[src/rtl/ruleta_freno.sv]
// ruleta_freno: spin/brake controller for the roulette stage.
//
// A start-button press makes the block issue one-cycle step pulses in the
// clk16 domain. The pulses slow down through four rates: every cycle, then
// every 2, every 4 and every 8 cycles. After the last pulse the block stops
// and holds done. A free-running mod-6 seed is latched at the press and adds
// 0..5 extra fast steps, so the landing position changes from press to press.
//
// Ports:
//   clk16     in   16 Hz system clock
//   reset     in   asynchronous, active-high reset
//   start_btn in   raw start button (asynchronous to clk16), active-high
//   step      out  one-cycle advance pulse for the roulette
//   spinning  out  high in FAST, MED, SLOW and CRAWL
//   done      out  high in DONE
//   phase     out  0 IDLE, 1 FAST, 2 MED, 3 SLOW, 4 CRAWL, 5 DONE
module ruleta_freno #(
  parameter int STEPS_16 = 24,
  parameter int STEPS_8  = 12,
  parameter int STEPS_4  = 6,
  parameter int STEPS_2  = 3
) (
  input  logic       clk16,
  input  logic       reset,
  input  logic       start_btn,
  output logic       step,
  output logic       spinning,
  output logic       done,
  output logic [2:0] phase
);

  typedef enum logic [2:0] {
    IDLE  = 3'd0,
    FAST  = 3'd1,
    MED   = 3'd2,
    SLOW  = 3'd3,
    CRAWL = 3'd4,
    DONE  = 3'd5
  } state_t;

  localparam logic [5:0] LEN_16 = 6'(STEPS_16);
  localparam logic [5:0] LEN_8  = 6'(STEPS_8);
  localparam logic [5:0] LEN_4  = 6'(STEPS_4);
  localparam logic [5:0] LEN_2  = 6'(STEPS_2);

  state_t     state, state_nxt, follow;
  logic       s1, s2, s2_d;
  logic       start_pulse;
  logic [2:0] seed;
  logic [2:0] extra, extra_nxt;
  logic [2:0] div_cnt, div_nxt, div_last;
  logic [5:0] stp_cnt, stp_nxt, len;
  logic       last_step;

  // Button synchronizer plus edge detector: one pulse per press, however long
  // the button is held.
  always_ff @(posedge clk16 or posedge reset) begin
    if (reset) begin
      s1   <= 1'b0;
      s2   <= 1'b0;
      s2_d <= 1'b0;
    end else begin
      s1   <= start_btn;
      s2   <= s1;
      s2_d <= s2;
    end
  end

  assign start_pulse = s2 & ~s2_d;

  // Seed runs in every state so the press instant picks the extra steps.
  always_ff @(posedge clk16 or posedge reset) begin
    if (reset) seed <= 3'd0;
    else       seed <= (seed == 3'd5) ? 3'd0 : seed + 3'd1;
  end

  always_ff @(posedge clk16 or posedge reset) begin
    if (reset) begin
      state   <= IDLE;
      extra   <= 3'd0;
      div_cnt <= 3'd0;
      stp_cnt <= 6'd0;
    end else begin
      state   <= state_nxt;
      extra   <= extra_nxt;
      div_cnt <= div_nxt;
      stp_cnt <= stp_nxt;
    end
  end

  always_comb begin
    div_last  = 3'd0;
    len       = 6'd1;
    follow    = IDLE;
    spinning  = 1'b0;
    done      = 1'b0;
    state_nxt = state;
    extra_nxt = extra;
    div_nxt   = div_cnt;
    stp_nxt   = stp_cnt;

    // Per-phase divisor (as terminal count), length and successor.
    case (state)
      FAST:  begin div_last = 3'd0; len = LEN_16 + {3'b000, extra}; follow = MED;   spinning = 1'b1; end
      MED:   begin div_last = 3'd1; len = LEN_8;                    follow = SLOW;  spinning = 1'b1; end
      SLOW:  begin div_last = 3'd3; len = LEN_4;                    follow = CRAWL; spinning = 1'b1; end
      CRAWL: begin div_last = 3'd7; len = LEN_2;                    follow = DONE;  spinning = 1'b1; end
      DONE:  done = 1'b1;
      default: ;
    endcase

    step      = spinning && (div_cnt == div_last);
    last_step = step && (stp_cnt == len - 6'd1);

    if (!spinning) begin
      // Presses are only honoured when idle or finished.
      if ((state == IDLE || state == DONE) && start_pulse) begin
        state_nxt = FAST;
        extra_nxt = seed;
        div_nxt   = 3'd0;
        stp_nxt   = 6'd0;
      end
    end else if (last_step) begin
      state_nxt = follow;
      div_nxt   = 3'd0;
      stp_nxt   = 6'd0;
    end else if (step) begin
      div_nxt = 3'd0;
      stp_nxt = stp_cnt + 6'd1;
    end else begin
      div_nxt = div_cnt + 3'd1;
    end
  end

  assign phase = state;

endmodule

[config.mk]
export PLATFORM = sky130hd
export DESIGN_NAME = ruleta_freno
export DESIGN_NICKNAME = d
export VERILOG_FILES = /design/src/rtl/ruleta_freno.sv
export SDC_FILE = /design/constraint.sdc
export NUM_CORES = 1
export LEC_CHECK = 0
export CAP_MARGIN = 5
export CORE_UTILIZATION = 52
export DETAILED_ROUTE_END_ITERATION = 6
export PLACE_DENSITY = 0.72
export SYNTH_ARGS = -nofsm -noshare
export SYNTH_HDL_FRONTEND = slang
export SYNTH_SLANG_ARGS = --single-unit
[constraint.sdc]
create_clock -name clk16 -period 4.35 [get_ports clk16]
set_input_delay 0.87 -clock clk16 [delete_from_list [all_inputs] [get_ports clk16]]
set_output_delay 0.87 -clock clk16 [all_outputs]
set_load 0.02 [all_outputs]
# == Yosys cells after proc, flatten, opt, wreduce, memory -nomap -nowiden ==
# Index checks and enable logic that the tools add are counted.
# totals
regBits,21
inputBits,3
output_inout_bits,6
wordCells,53
# classes
n_addsub,5
eq_ne,10
n_mux,17
n_bitwise,3
reduce_logical,10
# ops
operator,n
3-bit two-way mux,8
6-bit two-way mux,4
6-bit one-hot mux with 4 select lines,1
3-bit one-hot mux with 4 select lines,1
"3-bit equality test, second input constant",3
3-bit one-hot mux with 3 select lines,1
"3-bit by 1-bit adder with 3-bit output, second input constant",2
"5-bit by 3-bit adder with 6-bit output, first input constant",1
"6-bit by 1-bit adder with 6-bit output, second input constant",1
"3-bit by 2-bit equality test with 1-bit output, second input constant",2
6-bit equality test,1
2-bit AND reduction,3
"6-bit by 1-bit subtractor with 6-bit output, second input constant",1
4-bit OR reduction,1
"3-bit by 1-bit equality test with 1-bit output, second input constant",1
3-bit equality test,1
1-bit logical AND,3
3-bit zero test,1
"3-bit by 2-bit inequality test with 1-bit output, second input constant",1
1-bit two-way mux,2
"2-bit by 1-bit inequality test with 1-bit output, second input constant",1
1-bit NOT,2
2-bit nonzero test,1
1-bit bitwise AND,1
1-bit logical OR,1

# == Depth between registers and ports, before layout ==
# depth
word_depth,7
mapped_depth,12
depth_no_buf,10

# == Worst setup path after synthesis ==
# OpenSTA, ideal clock, no wires.
# synth_path
path_type,reg-to-reg
from,"register state[1], in the netlist phase[1]"
to,"register state[1], in the netlist phase[1]"
setup_ps,131
t_arrival_ps,2476
t_required_ps,4219
path_slack_ps,1743
path_stages_with_launch,13
cell_sequence,dfrtp_1 buf_2 buf_2 nor2_1 nor2_1 a21oi_1 ha_1 xor2_1 nand3_1 a2111oi_2 nand4_1 mux2i_1 o21ai_1
# synth_between
elab_chain_len,7
elab_cells_between_ends,23
# synth_rtl
element,line_no,text
start: declaration,46,"state_t state, state_nxt, follow;"
start signal: assignment,84,state <= state_nxt;
"3-bit equality test, or another cell as far along",103,case (state)
"6-bit one-hot mux with 4 select lines, or another cell as far along",103,
"6-bit by 1-bit subtractor with 6-bit output, or another cell as far along",113,last_step = step && (stp_cnt == len - 6'd1);
6-bit equality test / 1-bit logical AND (equally long branches),"113, 112",
1-bit logical AND,113,
2-bit by 1-bit inequality test with 1-bit output (no source line),n/a,
2-bit AND reduction (no source line),n/a,
# Several ways; a longest one is shown, not always the timed one. The select of a mux whose other input is x is not followed.
# A chain may end at the register's enable or synchronous reset.

# == Worst setup path in the final report ==
# layout_path
from,"register state[1], in the netlist phase[1]"
to,output step
# layout_between
elab_chain_len,4
elab_cells_between_ends,9
# layout_rtl
element,line_no,text
"3-bit equality test, or another cell as far along",103,
3-bit one-hot mux with 3 select lines / 4-bit OR reduction (equally long branches),n/a,
3-bit equality test / 1-bit two-way mux (equally long branches),"112, 103",
1-bit logical AND *,112,step = spinning && (div_cnt == div_last);
end: declaration,26,"output logic step,"
# Mark *: on every way between the ends. The rest lies on a longest branch, timed or not.

==> metrics.md <==
| Metric | Value |
|---|---|
| Dpl hpwl | `1730 um` |
| Pwr/cell area | `approximately 650 nW/um^2` |
| GP Congestion | `between 0.8 and 0.9` |
| Netlist cell types | `between 40 and 50` |
| Cts repair resizes | `0` |
| Setup violations, final | `0` |
| NetSw | `slightly below 400 uW` |
| WL/cell | `~14 um` |
| CTS H-tree depth | `1` |
| Die width | `51.5 um` |
| Largest net degree at the start of global routing | `24` |
| Post-Syn Instances | `between 100 and 150` |
| Max Freq | `~0.3 GHz` |
| Dpl cells | `~160` |
| Sw Share | `between 40% and 50%` |
| # hold bufs at CTS | `0` |
| Worst-skew pair later-pin latency | `approximately 0.3 ns` |
| Max IR drop VDD | `just under 0.4 mV` |
| Port buffer count | `8` |
| Worst EP required | `between 3 and 4 ns` |
| Final hold viol count | `0` |
| P_int | `about 500 uW` |
| Ant. Diodes | `0` |
| Total CTS buffers | `3` |
| Initial drt markers | `18` |
| First-pass GRT wire length | `approximately 4400 um` |
| WHS | `0.363 ns` |
| Outcome | `finished clean` |
| Startpoint types | `flop` |
| Leak pwr | `0.000627 uW` |
| Post-synthesis sequential area ratio | `between 40% and 50%` |
| CP max FO | `23` |
| FF-to-FF path depth | `10` |
| Vias per std cell | `just under 6` |
| Post-CTS setup buffers | `0` |
| I/O pin count | `9` |
| Hold path cells | `0` |
| Post-Syn Area | `1270 sq um` |
| Max cap viols | `0` |
| Longest Clk Path Bufs | `2` |
| RSZ-0062 raised after global routing | `no` |
| Mean Syn Cell Area | `between 9 and 10 sq um` |
| Flop pwr share | `39.0%` |
| Synth Register Bits | `21` |
| Initial core utilization | `a little under three fifths` |
| Min-delay worst type | `flop to flop` |
| Drt total wl | `~2400 um` |
| Worst setup EP type | `output port` |
| Global Route Usage Sum | `between 20% and 30%` |
| Worst-Margin Slew | `0.786 ns` |
| Ys Warns | `0` |
| Setup TNS | `0 ns` |
| CP Data Arrival Time | `2.46 ns` |
| Nets@finish | `147` |
| Core Rows | `17` |
| Final Core Density | `about three fifths` |
| Die Y | `slightly above 50 um` |
| Post-route DRC | `0` |
| Total die area | `2650 sq um` |
| ANT nets after route | `0` |
| Fin Clk Skew | `0.00312 ns` |
| Comb pwr share | `about half` |
| Vias in the first global route | `slightly below 1000` |
| Core footprint | `between 2000 and 2500 sq um` |
| Layout cells sized above 1 | `under 10%` |
| Reg clk slew, reported paths | `around 0.11 ns` |
| Grt total ovfl | `0` |
| Min Tclk post-route | `between 3 and 4 ns` |
| Syn nets | `140` |
| CTS sink count | `21` |
| DRT Pass-1 Iters | `4` |
| Synthesis-to-layout area growth | `8.35%` |
| Clock Root Buffer | `clkbuf_4` |
| Vias after detailed routing | `about 980` |
| Max Slew Vio Count | `0` |
| Fin crit share | `76.5%` |
| Clock power share | `around a tenth` |
| Fin cells | `roughly 170` |
| Worst setup path category | `flop to output port` |
| Max-slew headroom | `roughly 48%` |
| CTS tree | `built` |
| Antenna violations before repair | `0` |
[power by group through the flow]
stage | logic [uW] | clock network (uW) | registers, uW
after floorplan | 404 | 0 | 308
after global placement | 446 | 0 | 350
after detailed placement | 456 | 0 | 354
after CTS | 459 | 97.2 | 352
after global routing | 514 | 105 | 366
final | 457 | 93.3 | 351
[final cells by class]
type	count	area, sq um
fill	200	875
multi-input combinational	98	678
sequential	21	526
timing repair buffer	8	80.1
tap	28	35.0
inverter	9	33.8
clock buffer	3	22.5
clock inverter	1	5.00
[path summary, 6_finish.rpt]
| path | slack, ns | endpoint | from |
|---|---|---|---|
| setup / recovery | 1.02 | step | phase[1]$_DFFE_PP0P_ |
| hold / removal | 0.36 | s2$_DFF_PP0_ | s1$_DFF_PP0_ |
| setup reg to reg | 1.38 | phase[1]$_DFFE_PP0P_ | phase[0]$_DFFE_PP0P_ |
| hold reg to reg | 0.36 | s2$_DFF_PP0_ | s1$_DFF_PP0_ |
| max in group asynchronous | 2.87 | seed[2]$_DFF_PP0_ | reset |
| min in group asynchronous | 1.00 | stp_cnt[3]$_DFFE_PP0P_ | reset |
[sequential cells by signal, summed over array words and instances (netlist names)]
register	cells
s2_d	1
s1	1
seed	3
stp_cnt	6
s2	1
extra	3
div_cnt	3
phase	3
[synthesized netlist by cell type]
cell / n / area, sq um
buf_2: 2 / 10.0
buf_6: 1 / 11.3
a2bb2oi_1: 1 / 8.76
nand3_1: 8 / 40.0
nor2_1: 7 / 26.3
nand2b_1: 3 / 18.8
buf_4: 1 / 7.51
a221oi_1: 1 / 8.76
ha_1: 3 / 37.5
dfrtp_1: 21 / 526
o31ai_1: 1 / 7.51
nand3b_1: 1 / 7.51
xor2_1: 3 / 26.3
inv_1: 9 / 33.8
mux2_2: 2 / 22.5
o21bai_1: 1 / 7.51
or4b_1: 1 / 10.0
o21ai_0: 7 / 35.0
nor4bb_1: 1 / 10.0
o22ai_1: 1 / 6.26
o21ba_1: 1 / 10.0
xnor2_1: 2 / 17.5
nand4_1: 1 / 6.26
clkbuf_1: 2 / 7.51
nand2_1: 8 / 30.0
a22o_1: 3 / 26.3
a2111oi_2: 2 / 30.0
nor3b_1: 2 / 15.0
o41ai_2: 1 / 16.3
mux2i_1: 3 / 30.0
and3_1: 4 / 25.0
o21a_1: 1 / 7.51
nor2b_1: 4 / 25.0
a21oi_1: 4 / 20.0
a21o_1: 3 / 22.5
a31o_4: 1 / 17.5
nor3_1: 5 / 25.0
a311oi_1: 1 / 8.76
o21ai_1: 3 / 15.0
a22oi_1: 2 / 15.0
a31oi_1: 2 / 12.5
or2b_4: 1 / 11.3
or3_1: 3 / 18.8
[layer usage]
metal / up-vias / GRT usage, % / wire length, um
met3: 2 / 3.51 / 48
met1: 461 / 30.5 / 1210
met5: - / 0 / 0
met2: 12 / 34.8 / 1100
li1: 503 / - / -
met4: 0 / 6.76 / 19
[cells in the final DEF, fill, tap and decap left out, drive strengths merged, types with 2 or more instances in the layout]
master,n
nor3b,2
nor3,5
mux2i,3
o21ai,10
nor2,7
inv,9
a31oi,2
nand3,8
clkbuf,3
a21o,3
a22oi,2
ha,3
and3,4
nand2,8
a2111oi,2
dfrtp,21
clkdlybuf4s50,8
xor2,3
a21oi,4
or3,3
xnor2,2
a22o,3
nand2b,3
mux2,2
nor2b,4
[cells by family (layout without fill, tap and decap cells)]
group,count (synthesis),in the layout,share of synthesized area (%)
buf+inv,15,21,5.50
xor+xnor,5,5,3.44
compound gates,36,36,21.6
mux,5,5,4.13
fa+ha+maj,3,3,2.95
simple gates,49,49,21.1
flops,21,21,41.3
[stage by stage]
step | instance area (sq um) | power, uW | setup slack (ns)
after floorplan | 1270 | 712 | 1.74
after global placement | 1350 | 796 | 1.42
after detailed placement | 1350 | 811 | 1.37
after CTS | 1380 | 908 | 0.994
after global routing | 1380 | 985 | 0.803
final | 1380 | 901 | 1.02
[critical path: stages, from the launching register on]
cell and delay [ns]:
dfrtp_1 0.79, nor2_1 0.19, a22o_1 0.24, a22oi_1 0.26, inv_1 0.13, clkdlybuf4s50_1 0.55
Note: power is estimated with default switching activity, not from simulation.
